===== src/rtl/s_rca_seq_ctrl.sv =====
// rtl/s_rca_seq_ctrl.sv - signed add/subtract sequenced one CHUNK-bit ripple slice per cycle
module s_rca_seq_ctrl #(
    parameter int WIDTH = 32,
    parameter int CHUNK = 8
) (
    input  logic             clk,
    input  logic             rst,
    input  logic             in_valid,
    output logic             in_ready,
    input  logic [WIDTH-1:0] in_a,
    input  logic [WIDTH-1:0] in_b,
    input  logic             in_sub,
    output logic             out_valid,
    input  logic             out_ready,
    output logic [WIDTH:0]   out_sum,
    output logic             out_ovf
);

    localparam int NCHUNK = WIDTH / CHUNK;
    localparam int IDXW   = (NCHUNK > 1) ? $clog2(NCHUNK) : 1;

    typedef enum logic [1:0] {
        IDLE,
        RUN,
        DONE
    } state_t;

    state_t            state;
    state_t            state_nxt;
    logic [WIDTH-1:0]  a_r;
    logic [WIDTH-1:0]  b_r;
    logic              carry;
    logic [IDXW-1:0]   idx;
    logic [CHUNK-1:0]  a_chunk;
    logic [CHUNK-1:0]  b_chunk;
    logic [CHUNK:0]    slice;
    logic              last;
    logic              top_bit;

    // b_r already holds ~B for subtraction, so the sign-extension bit follows from it directly
    always_comb begin
        a_chunk = a_r[idx*CHUNK +: CHUNK];
        b_chunk = b_r[idx*CHUNK +: CHUNK];
        slice   = {1'b0, a_chunk} + {1'b0, b_chunk} + {{CHUNK{1'b0}}, carry};
        last    = (idx == IDXW'(NCHUNK - 1));
        top_bit = a_r[WIDTH-1] ^ b_r[WIDTH-1] ^ slice[CHUNK];
    end

    always_ff @(posedge clk) begin
        if (rst) begin
            state <= IDLE;
        end else begin
            state <= state_nxt;
        end
    end

    always_comb begin
        state_nxt = state;
        in_ready  = 1'b0;
        out_valid = 1'b0;
        unique case (state)
            IDLE: begin
                in_ready = 1'b1;
                if (in_valid) begin
                    state_nxt = RUN;
                end
            end
            RUN: begin
                if (last) begin
                    state_nxt = DONE;
                end
            end
            DONE: begin
                out_valid = 1'b1;
                if (out_ready) begin
                    state_nxt = IDLE;
                end
            end
            default: state_nxt = IDLE;
        endcase
    end

    always_ff @(posedge clk) begin
        if (rst) begin
            a_r     <= '0;
            b_r     <= '0;
            carry   <= 1'b0;
            idx     <= '0;
            out_sum <= '0;
            out_ovf <= 1'b0;
        end else begin
            unique case (state)
                IDLE: begin
                    if (in_valid) begin
                        a_r   <= in_a;
                        b_r   <= in_sub ? ~in_b : in_b;
                        carry <= in_sub;
                        idx   <= '0;
                    end
                end
                RUN: begin
                    out_sum[idx*CHUNK +: CHUNK] <= slice[CHUNK-1:0];
                    carry <= slice[CHUNK];
                    idx   <= idx + 1'b1;
                    if (last) begin
                        out_sum[WIDTH] <= top_bit;
                        out_ovf        <= top_bit ^ slice[CHUNK-1];
                    end
                end
                default: begin
                end
            endcase
        end
    end

endmodule

===== config.mk =====
export PLATFORM = sky130hd
export DESIGN_NAME = s_rca_seq_ctrl
export DESIGN_NICKNAME = d
export VERILOG_FILES = /design/src/rtl/s_rca_seq_ctrl.sv
export SDC_FILE = /design/constraint.sdc
export NUM_CORES = 1
export LEC_CHECK = 0
export ABC_AREA = 0
export BUFFER_PORTS_ARGS = -buffer_cell sky130_fd_sc_hd__buf_2
export CORE_MARGIN = 3
export CORE_UTILIZATION = 30
export CTS_CLUSTER_SIZE = 8
export DETAILED_ROUTE_END_ITERATION = 12
export PLACE_DENSITY = 0.61
export REMOVE_ABC_BUFFERS = 1
export SYNTH_ARGS = -nofsm -noshare
export SYNTH_HDL_FRONTEND = slang
export SYNTH_SLANG_ARGS = --single-unit

===== constraint.sdc =====
create_clock -name clk -period 4.9 [get_ports clk]
set_clock_uncertainty 0.1 [all_clocks]
set_input_delay 0.49 -clock clk [delete_from_list [all_inputs] [get_ports clk]]
set_output_delay 0.49 -clock clk [all_outputs]
set_load 0.05 [all_outputs]

# Word level (Yosys, flattened, before mapping)
# Cells that the tools add are included.
[op_classes]
n_reduce_logical = 6
muxes = 13
n_bitwise = 4
addsub = 4
shifts = 4
div = 0
eq_ne = 6
mul = 0
order_cmp = 0
[op_table]
columns = ["cell", "n"]
rows = [
  ["32-bit by 6-bit indexed part select with 8-bit output", 2],
  ["5-bit negation with 34-bit output", 1],
  ["8-bit by 34-bit variable shift with 33-bit output (first input constant)", 1],
  ["8-bit by 34-bit indexed part select with 33-bit output", 1],
  ["33-bit bitwise mux", 1],
  ["32-bit two-way mux", 1],
  ["32-bit NOT", 1],
  ["8-bit by 8-bit adder with 9-bit output", 1],
  ["9-bit by 1-bit adder with 9-bit output", 1],
  ["2-bit two-way mux", 4],
  ["2-bit != test (second input constant)", 3],
  ["2-bit case mux with 3 select lines", 1],
  ["2-bit AND reduction", 3],
  ["2-bit equality test (second input constant)", 2],
  ["1-bit two-way mux", 4],
  ["2-bit case mux with 2 select lines", 1],
  ["3-bit AND reduction", 1],
  ["1-bit XOR", 3],
  ["2-bit by 1-bit adder with 2-bit output (second input constant)", 1],
  ["2-bit by 1-bit equality test with 1-bit output (second input constant)", 1],
  ["2-bit zero test", 1],
  ["1-bit case mux with 2 select lines", 1],
  ["2-bit nonzero test", 1],
]
[word_totals]
romBits = 0
ramBits = 0
word_cells = 44
latch_bits = 0
memories = 0
regBits = 103

# Depth between registers and ports, before layout
# Gate-level depths: netlist of the first run.
[depth]
depth_word = 6
depth_mapped = 10
ltp_nobuf = 8

# Least setup slack after synthesis of the first run
# No wires, ideal clock.
[synth_path]
path_kind = "register to register"
startpoint = "reg idx[1]"
endpoint = "reg carry"
period_less_slack_ns = 3.561
path_buffers = 2
setup_time_ns = 0.128
stages_incl_launch_ff = 11
arrival_ns = 3.333
required_ns = 4.672
path_slack_ns = 1.339
path_cell_list = "dfxtp_1 -> clkbuf_1 -> clkbuf_1 -> mux4_2 -> fa_1 -> fa_1 -> a211oi_1 -> o21a_1 -> o21ai_0 -> a222oi_1 -> nor2_1"
[synth_via]
elab_chain_len = 4
[synth_lines]
columns = ["element", "line_no", "text"]
rows = [
  ["from (decl)", "33", "logic [IDXW-1:0] idx;"],
  ["from (signal assigned)", "104", "idx <= idx + 1'b1;"],
  ["32-bit by 6-bit indexed part select with 8-bit output, on equally long branches", "42, 43", ""],
  ["8-bit by 8-bit adder with 9-bit output *", "44", "slice = {1'b0, a_chunk} + {1'b0, b_chunk} + {{CHUNK{1'b0}}, carry};"],
  ["9-bit by 1-bit adder with 9-bit output *", "44", ""],
  ["1-bit case mux with 2 select lines *", "92", "unique case (state)"],
  ["to (signal assigned)", "97", "carry <= in_sub;"],
  ["to (signal assigned)", "103", "carry <= slice[CHUNK];"],
  ["to (decl)", "32", "logic carry;"],
]
# Every way passes the cells marked *; elsewhere a longest branch is shown, timed or not.
# A chain may end at the register's enable or synchronous reset.

# Worst setup path after layout of the first run
[layout_path]
startpoint = "reg idx[0]"
endpoint = "reg out_ovf"
[layout_via]
elab_chain_len = 5
[layout_lines]
columns = ["element", "line_no", "text"]
rows = [
  ["32-bit by 6-bit indexed part select with 8-bit output, on equally long branches", "42, 43", ""],
  ["8-bit by 8-bit adder with 9-bit output", "44", ""],
  ["9-bit by 1-bit adder with 9-bit output", "44", ""],
  ["1-bit XOR", "46", "top_bit = a_r[WIDTH-1] ^ b_r[WIDTH-1] ^ slice[CHUNK];"],
  ["1-bit XOR", "107", "out_ovf <= top_bit ^ slice[CHUNK-1];"],
  ["to (signal assigned)", "107", ""],
  ["to (decl)", "16", "output logic out_ovf"],
]
# Several ways; a longest one is shown, not always the timed one.

==> results.py, run 1 <==
metrics = {
    "synth": {
        "yosys.area.top_type": "dfxtp_1",
        "syn_area_per_cell_um2": 9.407,
        "synth_ff_type": "dfxtp_1",
        "yosysSeqAreaShare_pct": 44.02,
        "syn_inst": 498,
        "synth-seq-cells": 103,
        "synthArstFlopShare_pct": 0,
        "synth_common_cells": "dfxtp_1 (103), nand2_1 (71), nor2_1 (71)",
        "syn_area_mm2": 0.004684,
        "synthTopCellsByArea": "dfxtp_1 (44%), mux4_2 (7.7%), xnor2_1 (6.7%)",
        "synth_warnings": 0,
        "synthDistinctLibCells": 37,
        "synth_top_area_share_pct": 44.02,
        "yosysMostFrequentCell": "dfxtp_1",
        "synth_edf_count": 0,
    },
    "clocking": {
        "cts_hold_buf": 0,
        "h-tree-depth": 3,
        "cts_buffer_depth": 2,
        "cts_tree": "done",
        "cts_resized": 0,
        "post-cts-setup-buffers": 0,
        "cts_root_buffer": "clkbuf_16",
        "clk_pin_slew_worst_paths_ns": 0.07,
        "clk_latency_ns": 0.35,
        "cts_made_buffers": 9,
        "cts_sinks": 103,
    },
    "route": {
        "drt_iter0_drc": 244,
        "num_vias": 3833,
        "detail-route-antenna-nets": 0,
        "drc": 0,
        "vias_per_cell": 4.797,
        "routedWlPerCell_um": 14.73,
        "finalWirelength_mm": 11.77,
        "dr.pass1.iters": 4,
    },
    "grt": {
        "grt_usage_pct": 14.10,
        "grt_pass1_vias": 3851,
        "antenna_found_initial": 0,
        "grt_pass1_wl_mm": 19.19,
        "grt.overflow.total": 0,
        "grt_max_degree": 61,
    },
    "setup_path": {
        "critPathRequiredTime_ns": 5.05,
        "end_kind": "flip-flop",
        "crit_path_max_fanout": 7,
        "cp.arrival_ns": 3.58,
        "rr_worst_depth": 8,
        "startpoint_type": "flip-flop",
        "crit_type": "flip-flop to flip-flop",
    },
    "floorplanning": {
        "die_h_um": 131.0,
        "core_mm2": 0.01526,
        "die_x_um": 131.0,
        "ios": 105,
        "die-area_mm2": 0.01715,
        "start_util_pct": 30.70,
        "rows": 45,
    },
    "placed_design": {
        "place.gp.congestion": 0.7387,
        "io_buffers": 104,
        "dp_slack_ns": 1.442,
        "dp_hpwl_mm": 8.774,
    },
    "power": {
        "pwr-share-clk_pct": 40.0,
        "p_sw_w": 0.0005166,
        "p_leak_nw": 2.265,
        "p_comb_share_pct": 15.2,
        "power.total_w": 0.002021,
        "pwr_density_cell_mw_per_mm2": 354.6,
        "seq_power_share_pct": 44.8,
        "vdd_drop_max_uv": 188.8,
        "p_int_w": 0.001505,
        "p_sw_share_pct": 25.56,
    },
    "timing": {
        "setup_viol": 0,
        "drv_slew": 0,
        "min_period_ns": 3.425,
        "tightest_slew_ns": 1.118,
        "rsz0062_at_grt": "false",
        "clock.fmax_ghz": 0.2920,
        "fin_ws_ns": 1.475,
        "finalCritPeriodShare_pct": 69.89,
        "hold_ws_ns": 0.2747,
        "finalHoldViolCount": 0,
        "finalSetupTns_ns": 0,
        "relSlewSlack_pct": 25.49,
    },
    "worst_hold_path": {
        "holdPathStages": 3,
        "hold_class": "input port to flip-flop",
    },
    "run_status": {
        "status": "completed",
    },
    "finish": {
        "fin_util_pct": 37.36,
        "drive_above_1_share_pct": 25.17,
        "antennaDiodeCount": 0,
        "synthToLayoutAreaGrowth_pct": 21.69,
        "nNetsFinal": 668,
        "fillers": 1577,
    },
    "job": {
        "cap_violations": 0,
    },
}
## stage by stage
stage | instance area [um^2] | cells
2_1_floorplan | 4548 | 464
3_3_place_gp | 5364 | 783
3_5_place_dp | 5364 | 783
4_1_cts | 5700 | 799
5_1_grt | 5700 | 799
6_report | 5700 | 799
## cell families (layout without fill, tap and decap cells)
group / Yosys count / count (layout) / share of synthesized area (%)
flops: 103 / 103 / 44.02
fa+ha+maj: 16 / 16 / 4.594
mux: 17 / 17 / 7.906
buf+inv: 38 / 128 / 3.232
simple gates: 157 / 157 / 14.08
compound gates: 128 / 128 / 18.88
xor+xnor: 39 / 39 / 7.292
## layout by cell type, fill, tap and decap left out, types with 6 or more instances in the layout
master,instances
clkbuf_16,9
mux4_2,16
a211oi_1,34
nor3_1,6
dfxtp_1,103
a21oi_1,41
nand2_1,71
nor2_1,71
ha_1,14
xnor2_1,36
a22oi_1,34
buf_2,104
## flip-flops by register name, indices dropped and copies added (netlist names)
signal	flops
carry	1
b_r	32
idx	2
state	2
out_sum	33
out_ovf	1
a_r	32
## final timing paths
kind	from	end	slack, ns
worst max-delay path	idx[0]	out_ovf	1.48
worst max register to register	idx[0]	out_ovf	1.48
worst min-delay path	in_a[23]	a_r[23]	0.27
worst min register to register	a_r[9]	a_r[9]	0.35
## metal layers
layer / vias up / routed length [um] / GRT usage (%)
li1: 1932 / - / -
met1: 1787 / 5569 / 19.05
met2: 102 / 5442 / 22.61
met3: 12 / 646 / 4.024
met4: 0 / 108 / 2.843
met5: - / 0 / 0
## worst max-delay path, stage by stage (launching register included)
cell       delay [ns]
dfxtp_1          0.59
mux4_2           0.59
fa_1             0.49
fa_1             0.50
a211oi_1         0.35
o211ai_1         0.13
o2bb2ai_1        0.18
xnor2_1          0.14
a311oi_1         0.26
## power by group through the flow
stage	Clock (W)	Sequential [W]	Combinational [W]
finish	0.000808	0.000906	0.000308
detailed placement	0	0.000925	0.000311
CTS	0.000829	0.000906	0.000311
global route	0.000862	0.000911	0.000341
global placement	0	0.000923	0.000303
floorplan	0	0.000932	0.000190
## layout make-up
class	instances	area, um^2	area share (%)
well taps	211	264.0	4.631
flip-flops and latches	103	2062	36.17
repair buffers	108	550.5	9.658
inverters	4	15.01	0.2634
clock buffers	11	232.7	4.083
clock inverters	5	103.9	1.822
multi-input cells	357	2472	43.37
(Power assumes the default switching activity.)
==> inputs of run 2 (changes only) <==
Clock period 4.9 ns to 3.45 ns, I/O delays scaled along.
==> run 2 against run 1 <==
  * Critical path depth unchanged
  * Clock-buffer cell count decreased by 1
  * Clock power increased by 30%
  * Cell area increased by 0.48%
  * Final cell count increased by 0.63%
  * Flip-flop and latch count unchanged
  * Sequential power increased by 41%
  * Global-route usage decreased by 0.73 points
  * Non-clock buffer count increased by 5
  * Worst setup slack got worse by 1.2 ns
  * Routed wire length decreased by 3.2%
  * Largest cell class unchanged
  * Largest power group unchanged
  * Highest routed layer unchanged
==> results.py, run 2 (same netlist as run 1, synthesis figures left out) <==
metrics = {
    "route": {
        "dr_wl_met3_um": 701,
        "routedWlPerCell_um": 14.16,
        "dr.pass1.iters": 5,
        "dr_wl_met2_mm": 5.370,
        "num_vias": 3894,
        "drt_iter0_drc": 200,
        "detail-route-antenna-nets": 0,
        "vias_per_cell": 4.843,
        "wl_met1_mm": 5.217,
        "finalWirelength_mm": 11.39,
        "drc": 0,
        "highest-signal-layer": "met4",
    },
    "timing": {
        "hold_ws_ns": 0.1382,
        "min_period_ns": 3.203,
        "rsz0062_at_grt": "false",
        "relSlewSlack_pct": 26.01,
        "tightest_slew_ns": 1.107,
        "setup_viol": 0,
        "fin_ws_ns": 0.2466,
        "drv_slew": 0,
        "finalCritPeriodShare_pct": 92.85,
        "clock.fmax_ghz": 0.3122,
        "finalHoldViolCount": 0,
    },
    "placed_design": {
        "dp_slack_ns": 0.2271,
        "place.gp.congestion": 0.7603,
        "dp_hpwl_mm": 8.704,
        "postPlaceCellArea_mm2": 0.005414,
        "io_buffers": 104,
    },
    "grt": {
        "grt_pass1_vias": 3705,
        "grt.overflow.total": 0,
        "grt_pass1_wl_mm": 18.11,
        "grt_usage_pct": 13.37,
        "antenna_found_initial": 0,
        "grt_max_degree": 53,
    },
    "floorplanning": {
        "die-area_mm2": 0.01715,
        "die_h_um": 131.0,
        "ios": 105,
        "die_x_um": 131.0,
        "rows": 45,
        "start_util_pct": 30.70,
        "core_mm2": 0.01526,
    },
    "finish": {
        "top_register": "out_sum",
        "drive_above_1_share_pct": 25.97,
        "antennaDiodeCount": 0,
        "fin_util_pct": 37.54,
        "largest_register_ffs": 33,
        "fillers": 1561,
        "layout_commonest_cell": "buf_2",
        "nNetsFinal": 673,
        "layout_common_cells": "buf_2 (104), dfxtp_1 (103), nor2_1 (71), nand2_1 (71), a21oi_1 (41)",
        "synthToLayoutAreaGrowth_pct": 22.28,
        "fin_area_mm2": 0.005728,
        "largestRegisters": "out_sum x33, a_r x32, b_r x32",
    },
    "power": {
        "pwr-share-clk_pct": 37.9,
        "pwr_density_cell_mw_per_mm2": 485.9,
        "p_sw_w": 0.0007187,
        "p_int_w": 0.002065,
        "p_sw_share_pct": 25.82,
        "power.total_w": 0.002784,
        "p_leak_nw": 2.279,
        "seq_power_share_pct": 46.1,
        "p_comb_share_pct": 16.0,
        "vdd_drop_max_uv": 268.4,
    },
    "clocking": {
        "cts_buffer_depth": 2,
        "post-cts-setup-buffers": 0,
        "cts_resized": 0,
        "cts_made_buffers": 9,
        "cts_root_buffer": "clkbuf_16",
        "cts_sinks": 103,
        "cts_tree": "done",
        "h-tree-depth": 3,
        "clk_latency_ns": 0.34,
        "cts_hold_buf": 0,
        "clk_pin_slew_worst_paths_ns": 0.07,
    },
    "setup_path": {
        "rr_worst_depth": 8,
        "critical_path_depth": 8,
        "cp.arrival_ns": 3.35,
        "crit_type": "flip-flop to flip-flop",
        "critPathRequiredTime_ns": 3.60,
        "critical-path-max-stage-delay_ns": 0.54,
        "crit_path_max_fanout": 4,
        "cp-startpoint": "idx[0]",
        "crit_chain": "mux4_2 > fa_1 > fa_1 > a211oi_1 > o211ai_1 > o2bb2ai_1 > xnor2_1 > a311oi_1",
        "startpoint_type": "flip-flop",
        "reg2reg_from": "idx[0]",
        "critical-path-slowest-cell": "mux4_2",
        "cp_common_cell": "fa_1",
        "crit_end": "out_ovf",
        "ff2ff_setup_slack_ns": 0.25,
        "end_kind": "flip-flop",
        "path_buf_inv": 0,
        "r2r_end": "out_ovf",
        "cp_top_family": "adder cells",
    },
    "job": {
        "cap_violations": 0,
    },
    "worst_hold_path": {
        "hold_class": "input port to flip-flop",
    },
    "run_status": {
        "status": "completed",
    },
}
-- run 2: how the worst min path moves through the flow --
stage / from / endpoint / slack [ns] / depth (start not counted)
6_report: in_a[15] / a_r[15] / 0.14 / 3
5_1_grt: in_a[12] / a_r[12] / 0.14 / 3
4_1_cts: in_a[13] / a_r[13] / 0.13 / 3
3_5_place_dp: a_r[21] / a_r[21] / 0.35 / 2
3_3_place_gp: a_r[17] / a_r[17] / 0.34 / 2
2_1_floorplan: rst / a_r[0] / 0.31 / 1
-- run 2: worst min-delay path, stage by stage --
cell	delay, ns
buf_2	0.09
nand2_1	0.05
a21oi_1	0.05
-- run 2: per-stage QoR --
stage,cells,setup TNS (ns)
2_1_floorplan,464,-1.203
3_3_place_gp,788,0
3_5_place_dp,788,0
4_1_cts,804,0
5_1_grt,804,0
6_report,804,0
-- run 2: power by group through the flow --
stage	Combinational, W	Sequential (W)	Clock, W
2_1_floorplan	0.000270	0.00132	0
3_3_place_gp	0.000441	0.00131	0
3_5_place_dp	0.000450	0.00131	0
4_1_cts	0.000451	0.00128	0.00108
5_1_grt	0.000496	0.00129	0.00113
6_report	0.000446	0.00128	0.00105
-- run 2: final cells by class --
class / count / area, um^2 / area share [%]
clock buffers: 10 / 229.0 / 3.997
clock inverters: 6 / 85.08 / 1.485
inverters: 4 / 15.01 / 0.2621
multi-input cells: 357 / 2472 / 43.16
flip-flops and latches: 103 / 2062 / 36.00
well taps: 211 / 264.0 / 4.609
repair buffers: 113 / 600.6 / 10.48
-- run 2: metal layers --
layer / track usage (%) / vias to the layer above
li1: - / 1946
met1: 17.98 / 1815
met2: 21.54 / 125
met3: 3.374 / 8
met4: 3.388 / 0
met5: 0 / -
==> inputs of run 3 (changes only) <==
Clock period 3.45 ns to 3.3 ns, I/O delays scaled along.
==> run 3 against run 2 <==
  * Hold slack worse by 0.019 ns
  * Utilization is essentially flat
  * Via count decreased by 2.1%
==> results.py, run 3 (same netlist as run 1, synthesis figures left out) <==
metrics = {
    "power": {
        "p_leak_nw": 2.281,
        "p_int_w": 0.002115,
        "pwr_density_cell_mw_per_mm2": 503.5,
        "p_comb_share_pct": 16.1,
        "vdd_drop_max_uv": 254.9,
        "p_sw_w": 0.0007710,
        "seq_power_share_pct": 46.4,
        "power.total_w": 0.002886,
        "pwr-share-clk_pct": 37.4,
        "p_sw_share_pct": 26.72,
    },
    "setup_path": {
        "end_kind": "flip-flop",
        "critical-path-max-stage-delay_ns": 0.54,
        "crit_path_max_fanout": 4,
        "startpoint_type": "flip-flop",
        "crit_chain": "mux4_2 > fa_1 > fa_1 > a211oi_2 > o211ai_1 > o2bb2ai_1 > xnor2_1 > a311oi_1",
        "critPathRequiredTime_ns": 3.44,
        "cp.arrival_ns": 3.27,
        "cp_top_family": "adder cells",
        "critical-path-slowest-cell": "mux4_2",
        "crit_type": "flip-flop to flip-flop",
        "cp_common_cell": "fa_1",
        "path_buf_inv": 0,
    },
    "placed_design": {
        "dp_hpwl_mm": 8.467,
        "place.gp.congestion": 0.7606,
        "postPlaceCellArea_mm2": 0.005419,
        "io_buffers": 104,
    },
    "finish": {
        "top_register": "out_sum",
        "fin_area_mm2": 0.005732,
        "layout_common_cells": "buf_2 (104), dfxtp_1 (103), nor2_1 (71), nand2_1 (71), a21oi_1 (41)",
        "antennaDiodeCount": 0,
        "synthToLayoutAreaGrowth_pct": 22.36,
        "multi_input_area_mm2": 0.002477,
        "regArea_mm2": 0.002062,
        "drive_above_1_share_pct": 26.01,
        "nNetsFinal": 672,
        "largestRegisters": "out_sum x33, a_r x32, b_r x32",
        "fillers": 1586,
        "fin_util_pct": 37.56,
        "largest_register_ffs": 33,
        "layout_commonest_cell": "buf_2",
    },
    "route": {
        "finalWirelength_mm": 11.46,
        "detail-route-antenna-nets": 0,
        "num_vias": 3813,
        "dr.pass1.iters": 8,
        "drt_iter0_drc": 183,
        "vias_per_cell": 4.748,
        "drc": 0,
        "routedWlPerCell_um": 14.27,
    },
    "timing": {
        "setup_viol": 0,
        "clock.fmax_ghz": 0.3199,
        "tightest_slew_ns": 1.127,
        "finalSetupTns_ns": 0,
        "rsz0062_at_grt": "false",
        "relSlewSlack_pct": 24.71,
        "drv_slew": 0,
        "finalCritPeriodShare_pct": 94.72,
        "min_period_ns": 3.126,
        "finalHoldViolCount": 0,
    },
    "grt": {
        "grt_usage_pct": 13.49,
        "grt_max_degree": 62,
        "grt.overflow.total": 0,
        "grt_pass1_vias": 3670,
        "grt_pass1_wl_mm": 18.20,
        "antenna_found_initial": 0,
    },
    "floorplanning": {
        "core_mm2": 0.01526,
        "start_util_pct": 30.70,
        "die_h_um": 131.0,
        "ios": 105,
        "rows": 45,
        "die_x_um": 131.0,
        "die-area_mm2": 0.01715,
    },
    "job": {
        "cap_violations": 0,
    },
    "clocking": {
        "cts_buffer_depth": 2,
        "cts_sinks": 103,
        "h-tree-depth": 3,
        "cts_root_buffer": "clkbuf_16",
        "cts_hold_buf": 0,
        "clk_latency_ns": 0.34,
        "clk_pin_slew_worst_paths_ns": 0.07,
        "cts_made_buffers": 9,
        "cts_tree": "done",
    },
    "worst_hold_path": {
        "hold_class": "input port to flip-flop",
    },
    "run_status": {
        "status": "completed",
    },
}
==> run 3: cell types whose count changed in the layout (fill, tap and decap cells not counted), sizes merged <==
cell	before	now
inv	4	6
clkbuf	10	11
clkinvlp	2	0
bufinv	2	1
buf	113	112
==> run 3: worst paths after layout <==
check	end	from	depth (start not counted)	slack (ns)
setup / recovery	out_ovf	idx[0]	8	0.17
hold reg to reg	a_r[22]	a_r[22]	2	0.35
setup reg to reg	out_ovf	idx[0]	8	0.17
hold / removal	a_r[13]	in_a[13]	3	0.12
==> run 3: power groups by stage <==
stage / registers (W) / clock network (W) / logic, W
after detailed placement: 0.00137 / 0 / 0.000470
after floorplan: 0.00138 / 0 / 0.000283
after global routing: 0.00135 / 0.00116 / 0.000517
after CTS: 0.00134 / 0.00111 / 0.000472
final: 0.00134 / 0.00108 / 0.000466
after global placement: 0.00136 / 0 / 0.000460
==> run 3: worst reg2reg max path, cell delays in order (launching register included) <==
cell	delay [ns]
dfxtp_1	0.42
mux4_2	0.54
fa_1	0.48
fa_1	0.50
a211oi_2	0.28
o211ai_1	0.12
o2bb2ai_1	0.17
xnor2_1	0.14
a311oi_1	0.27
==> run 3: what timing repair did <==
| item | in CTS | in global routing |
|---|---|---|
| hold endpoints to repair | 0 | 0 |
| gates resized for setup | 0 | 1 |
| endpoints found under the setup margin | 0 | 7 |
| setup buffers | 0 | 0 |
==> run 3: layer usage <==
metal  track usage, %  share of wire, %  wire length (um)  vias up
li1                 -                 -                 -     1941
met4            3.811              0.27                31        0
met5                0                 0                 0        -
met2            22.01                48              5477      118
met3            3.415               6.3               719        2
met1            17.73                46              5234     1752
==> run 3: per-stage QoR <==
stage	setup WS (ns)	cells	hold WS, ns
floorplan	-0.4034	464	0.2991
global placement	0.09781	787	0.3428
detailed placement	0.06761	787	0.3459
CTS	0.04232	803	0.1033
global route	0.05312	803	0.1117
finish	0.1742	803	0.1191
==> run 3: area by class of cell <==
| class | instances | area share, % |
|---|---|---|
| flip-flops and latches | 103 | 35.97 |
| repair buffers | 112 | 10.57 |
| clock buffers | 11 | 4.235 |
| clock inverters | 5 | 1.135 |
| well taps | 211 | 4.606 |
| inverters | 4 | 0.2620 |
| multi-input cells | 357 | 43.22 |
